--- src/rtl/mouse_uart_fmt_pkg.sv ---
// Shared constants and types for the mouse packet to ASCII line formatter.
// Contents: ASCII character codes, frame lengths for both line endings,
// the formatter state encoding and the latched packet record.
package mouse_uart_pkg;

  localparam logic [7:0] ASCII_SPACE = 8'h20;
  localparam logic [7:0] ASCII_DASH  = 8'h2D;
  localparam logic [7:0] ASCII_CR    = 8'h0D;
  localparam logic [7:0] ASCII_LF    = 8'h0A;
  localparam logic [7:0] ASCII_L     = 8'h4C;
  localparam logic [7:0] ASCII_M     = 8'h4D;
  localparam logic [7:0] ASCII_R     = 8'h52;
  localparam logic [7:0] ASCII_ZERO  = 8'h30;
  localparam logic [7:0] ASCII_UA    = 8'h41;
  localparam logic [7:0] ASCII_LA    = 8'h61;

  localparam int FRAME_LEN_CRLF = 13;
  localparam int FRAME_LEN_LF   = 12;

  typedef enum logic {
    ST_IDLE = 1'b0,
    ST_SEND = 1'b1
  } state_t;

  typedef struct packed {
    logic [2:0] btn;
    logic [8:0] x;
    logic [8:0] y;
  } pkt_t;

endpackage

--- src/rtl/mouse_uart_fmt_hex_to_ascii.sv ---
// Combinational nibble to ASCII hex digit converter.
// Ports:
//   nibble : 4-bit value 0..15
//   ascii  : '0'..'9', then 'A'..'F' (HEX_UPPER=1) or 'a'..'f' (HEX_UPPER=0)
module hex_to_ascii
  import mouse_uart_pkg::*;
#(
  parameter int HEX_UPPER = 1
) (
  input  logic [3:0] nibble,
  output logic [7:0] ascii
);

  always_comb begin
    if (nibble < 4'd10) begin
      ascii = ASCII_ZERO + {4'd0, nibble};
    end else begin
      ascii = ((HEX_UPPER != 0) ? ASCII_UA : ASCII_LA) + {4'd0, nibble} - 8'd10;
    end
  end

endmodule

--- src/rtl/mouse_uart_fmt.sv ---
// Mouse packet to ASCII text line formatter feeding the UART TX FIFO.
// Each packet becomes "BBB XXX YYY" + EOL, one character per unstalled cycle.
// Ports:
//   clk, reset      : clock, asynchronous active-low reset
//   m_done_tick     : one-cycle strobe, packet valid on btnm/xm/ym
//   btnm, xm, ym    : buttons {middle,right,left}, 9-bit two's complement X/Y
//   tx_full         : FIFO full, stalls the line
//   wr_uart, w_data : FIFO write strobe and character (0x00 when not writing)
//   busy            : line in progress; this is the state register itself
//   drop_cnt        : packets lost to overrun, saturating at 0xFF
// Handshake: a character is transferred in every cycle where wr_uart=1;
// wr_uart = busy & !tx_full, so the FIFO's full flag is the only back-pressure.
module mouse_uart_fmt
  import mouse_uart_pkg::*;
#(
  parameter int HEX_UPPER = 1,
  parameter int EOL_CRLF  = 1
) (
  input  logic       clk,
  input  logic       reset,
  input  logic       m_done_tick,
  input  logic [2:0] btnm,
  input  logic [8:0] xm,
  input  logic [8:0] ym,
  input  logic       tx_full,
  output logic       wr_uart,
  output logic [7:0] w_data,
  output logic       busy,
  output logic [7:0] drop_cnt
);

  localparam int         N        = (EOL_CRLF != 0) ? FRAME_LEN_CRLF : FRAME_LEN_LF;
  localparam logic [3:0] LAST_IDX = 4'(N - 1);

  state_t     state_q, state_d;
  logic [3:0] idx_q, idx_d;
  pkt_t       act_q, act_d;
  pkt_t       pend_q, pend_d;
  logic       pend_vld_q, pend_vld_d;
  logic [7:0] drop_q, drop_d;

  pkt_t       in_pkt;
  logic       fire;
  logic       consumed;
  logic [3:0] nibble;
  logic [7:0] hex_char;
  logic [7:0] frame_char;

  assign in_pkt   = '{btn: btnm, x: xm, y: ym};
  assign fire     = (state_q == ST_SEND) && !tx_full;
  assign busy     = (state_q == ST_SEND);
  assign drop_cnt = drop_q;

  // State register plus the packet/index datapath it owns.
  always_ff @(posedge clk or negedge reset) begin
    if (!reset) begin
      state_q    <= ST_IDLE;
      idx_q      <= 4'd0;
      act_q      <= '0;
      pend_q     <= '0;
      pend_vld_q <= 1'b0;
      drop_q     <= 8'd0;
    end else begin
      state_q    <= state_d;
      idx_q      <= idx_d;
      act_q      <= act_d;
      pend_q     <= pend_d;
      pend_vld_q <= pend_vld_d;
      drop_q     <= drop_d;
    end
  end

  // Next-state logic.
  always_comb begin
    state_d    = state_q;
    idx_d      = idx_q;
    act_d      = act_q;
    pend_d     = pend_q;
    pend_vld_d = pend_vld_q;
    drop_d     = drop_q;
    consumed   = 1'b0;
    case (state_q)
      ST_IDLE: begin
        if (m_done_tick) begin
          act_d   = in_pkt;
          idx_d   = 4'd0;
          state_d = ST_SEND;
        end
      end
      ST_SEND: begin
        if (fire) begin
          if (idx_q == LAST_IDX) begin
            idx_d = 4'd0;
            if (pend_vld_q) begin
              act_d      = pend_q;
              pend_vld_d = 1'b0;
            end else if (m_done_tick) begin
              // A packet arriving on the final character starts the next
              // line directly, without passing through the pending slot.
              act_d    = in_pkt;
              consumed = 1'b1;
            end else begin
              state_d = ST_IDLE;
            end
          end else begin
            idx_d = idx_q + 4'd1;
          end
        end
        // Arrival judged against the slot as it was this cycle: a slot being
        // drained into the active line still counts as occupied.
        if (m_done_tick && !consumed) begin
          if (!pend_vld_q) begin
            pend_d     = in_pkt;
            pend_vld_d = 1'b1;
          end else if (drop_q != 8'hFF) begin
            drop_d = drop_q + 8'd1;
          end
        end
      end
      default: state_d = ST_IDLE;
    endcase
  end

  // Hex digit nibble for the current column; X sign bit forms its own digit.
  always_comb begin
    case (idx_q)
      4'd4:    nibble = {3'b000, act_q.x[8]};
      4'd5:    nibble = act_q.x[7:4];
      4'd6:    nibble = act_q.x[3:0];
      4'd8:    nibble = {3'b000, act_q.y[8]};
      4'd9:    nibble = act_q.y[7:4];
      4'd10:   nibble = act_q.y[3:0];
      default: nibble = 4'd0;
    endcase
  end

  hex_to_ascii #(.HEX_UPPER(HEX_UPPER)) u_hex (
    .nibble(nibble),
    .ascii (hex_char)
  );

  always_comb begin
    case (idx_q)
      4'd0:    frame_char = act_q.btn[0] ? ASCII_L : ASCII_DASH;
      4'd1:    frame_char = act_q.btn[2] ? ASCII_M : ASCII_DASH;
      4'd2:    frame_char = act_q.btn[1] ? ASCII_R : ASCII_DASH;
      4'd3,
      4'd7:    frame_char = ASCII_SPACE;
      4'd4, 4'd5, 4'd6,
      4'd8, 4'd9, 4'd10:
               frame_char = hex_char;
      4'd11:   frame_char = (EOL_CRLF != 0) ? ASCII_CR : ASCII_LF;
      4'd12:   frame_char = ASCII_LF;
      default: frame_char = 8'h00;
    endcase
  end

  // Output logic.
  always_comb begin
    wr_uart = 1'b0;
    w_data  = 8'h00;
    if (fire) begin
      wr_uart = 1'b1;
      w_data  = frame_char;
    end
  end

endmodule
--- config.mk ---
export PLATFORM = sky130hd
export DESIGN_NAME = mouse_uart_fmt
export DESIGN_NICKNAME = d
export VERILOG_FILES = /design/src/rtl/mouse_uart_fmt_pkg.sv /design/src/rtl/mouse_uart_fmt_hex_to_ascii.sv /design/src/rtl/mouse_uart_fmt.sv
export SDC_FILE = /design/constraint.sdc
export NUM_CORES = 1
export LEC_CHECK = 0
export BUFFER_PORTS_ARGS = -buffer_cell sky130_fd_sc_hd__buf_2
export CORE_AREA = 2 2 94 96
export DETAILED_ROUTE_END_ITERATION = 8
export DIE_AREA = 0 0 96 98
export SLEW_MARGIN = 20
export SYNTH_ARGS = -nofsm -noshare
export SYNTH_HDL_FRONTEND = slang
export SYNTH_SLANG_ARGS = --single-unit
--- constraint.sdc ---
create_clock -name clk -period 3.4 [get_ports clk]
set_input_delay 0.68 -clock clk [delete_from_list [all_inputs] [get_ports clk]]
set_output_delay 0.68 -clock clk [all_outputs]
set_load 0.05 [all_outputs]
==> flow_summary.toml <==
[finish]
final_common_cell = "dfrtp_1"
post-route-util_pct = 38.0
multi_input_area_mm2 = 0.00132
regArea_mm2 = 0.00140
area_growth_pct = 13.0
fillers = 874
final_nets = 338
mostFrequentLayoutCells = "dfrtp_1, buf_2, a21oi_1"
drive_gt1_share_pct = 29.4
insertedDiodeCount = 0

[synth]
ys_types = 42
ys_top_cells_by_area = "dfrtp_1, mux2_2, a21oi_1"
syn_inst = 271
syn_area_per_cell_um2 = 10.5
synth_edf_count = 0
yosys_warnings = 0
synth_seq_cells = 56
yosys_most_used_dff = "dfrtp_1"
synth_nets = 301
syn_area_mm2 = 0.00285
yosys.area.top_type = "dfrtp_1"
yosysSeqAreaShare_pct = 49.3
synth_top_area_share_pct = 49.3
async_flop_share_pct = 100

[worst_setup_path]
worstPathMaxFanout = 9
rr_worst_depth = 9
cp-end-kind = "primary output"
worstPathArrival_ns = 2.48
reg2reg_from = "idx_q[0]"
reg2reg_to = "act_q[3]"
start_kind = "flip-flop"
critPathRequiredTime_ns = 2.72
worst-setup-path-type = "flip-flop to primary output"
r2r_slack_ns = 1.15

[min_path]
hold_path_class = "input pin to async pin"

[die]
die-area_mm2 = 0.00941
start_util_pct = 33.6
fp.dieW_um = 96
ioPinCount = 43
core.rowCount = 34
core_mm2 = 0.00847
die_y_um = 98

[sta]
timing.fmax_ghz = 0.317
tightest_slew_ns = 0.531
fin_setup_tns_ns = 0
skew_ns = 0.00992
slew_viol_final = 0
setup_viol = 0
fin_ws_ns = 0.243
hold_viol = 0
finalCriticalPeriod_ns = 3.16
slew_headroom_pct = 64.4
rsz0062_at_grt = "no"
finalCritPeriodShare_pct = 92.9

[drt]
via_per_inst = 5.20
drc = 0
drt-initial-drc-count = 197
wirelength_mm = 6.05
wl_per_cell_um = 14.5
ant_nets = 0
routed-via-count = 2169
firstDrtPassIters = 5

[power]
peakVddDrop_v = 0.000406
power_density_mw_per_mm2 = 865
p_leak_uw = 0.00140
power_uw = 2780

[place]
io_buffers = 41
pre_cts_ws_ns = 0.491
gp_congestion = 0.816
place_hpwl_mm = 4.42

[outcome]
status = "complete, no violations"

[global_routing]
track_usage_pct = 14.1
antenna_found_initial = 0
grt_max_degree = 40
grt_overflow = 0
grt_pass1_wl_mm = 10.7
grt_pass1_vias = 2209

[run]
max_cap_viol_count = 0

[cts]
cts_tree = "done"
clk_pin_slew_ns = 0.10
cts_htree_levels = 2
clockBufferDepth = 2
insertion_delay_ns = 0.31
cts_setup_buffers = 0
cts_root_buffer = "clkbuf_8"
cts_sinks = 56
cts_buffers = 5
==> stage by stage <==
stage,area (um2),std cells,hold WS (ns)
2_1_floorplan,2850,271,0.384
3_3_place_gp,3120,409,0.469
3_5_place_dp,3120,409,0.471
4_1_cts,3210,417,0.295
5_1_grt,3220,417,0.306
6_report,3220,417,0.287
==> kinds of logic after synthesis <==
logic type	after synthesis	synth area share [%]
buffers and inverters	23	4.71
xor gates and xnor gates	8	2.46
AOI/OAI and AO/OA	84	19.5
muxes	23	9.10
and+or+nand+nor	71	12.7
other	1	0.132
DFF	56	49.3
adders and majority gates	5	2.20
==> synthesized netlist by cell type, types with 3 or more instances <==
library cell and number:
buf_6 3, buf_4 6, nand3_1 5, nor3_1 4
inv_1 6, clkbuf_1 6, nand2_1 15, nand4_1 3
nor2_1 30, nand2b_1 3, dfrtp_1 56, a21oi_1 32
o22ai_1 24, mux2_2 22, a31oi_1 4, ha_1 5
o31ai_1 3, xnor2_1 4, a22oi_1 6, xor2_1 4
==> sequential cells by signal (all words and copies together) (netlist names) <==
| name | count |
|---|---|
| act_q | 21 |
| pend_q | 21 |
| drop_cnt | 8 |
| idx_q | 4 |
| busy | 1 |
| pend_vld_q | 1 |
==> per-layer routing <==
metal  part of all wire, %  GRT usage (%)  vias to the layer above  routed length (um)
li1                      -              -                     1054                   -
met5                     0              0                        -                   0
met4                   1.4           4.29                        0                  82
met1                    47           19.8                     1064                2870
met3                   3.6           2.31                        5                 219
met2                    48           22.3                       46                2880
==> worst max-delay path: stages, from the launching register on <==
cell,delay [ns]
dfrtp_1,0.44
inv_1,0.12
ha_1,0.41
a222oi_1,0.14
o22ai_1,0.41
o22ai_1,0.15
a21oi_1,0.20
buf_2,0.29
==> how the worst max path moves through the flow <==
stage | from | to | slack, ns | cells past startpoint
finish | idx_q[0] | w_data[2] | 0.24 | 7
global route | idx_q[0] | w_data[1] | 0.06 | 7
CTS | idx_q[1] | w_data[1] | 0.13 | 8
detailed placement | idx_q[1] | w_data[1] | 0.49 | 8
global placement | idx_q[1] | w_data[1] | 0.59 | 8
floorplan | busy | w_data[1] | 0.04 | 5
==> area by class of cell <==
| type | instances | area share [%] |
|---|---|---|
| clock buffer | 5 | 2.14 |
| clock inverter | 3 | 0.700 |
| inverter | 6 | 0.700 |
| multi-input combinational | 192 | 40.9 |
| sequential | 56 | 43.6 |
| tap | 108 | 4.20 |
| timing repair buffer | 47 | 7.78 |
==> power breakdown <==
group	leakage (uW)	internal [uW]	total (uW)	switching, uW
clock network	0.0000485	148	372	224
registers	0.000691	951	1190	237
logic	0.000659	488	1220	733
total	0.00140	1590	2780	1190
==> repair_timing <==
| action | CTS | global route |
|---|---|---|
| gates resized for setup | 0 | 2 |
| hold buffers | 0 | 0 |
| setup endpoints to repair | 0 | 4 |
Power figures use the tool's default switching activity.
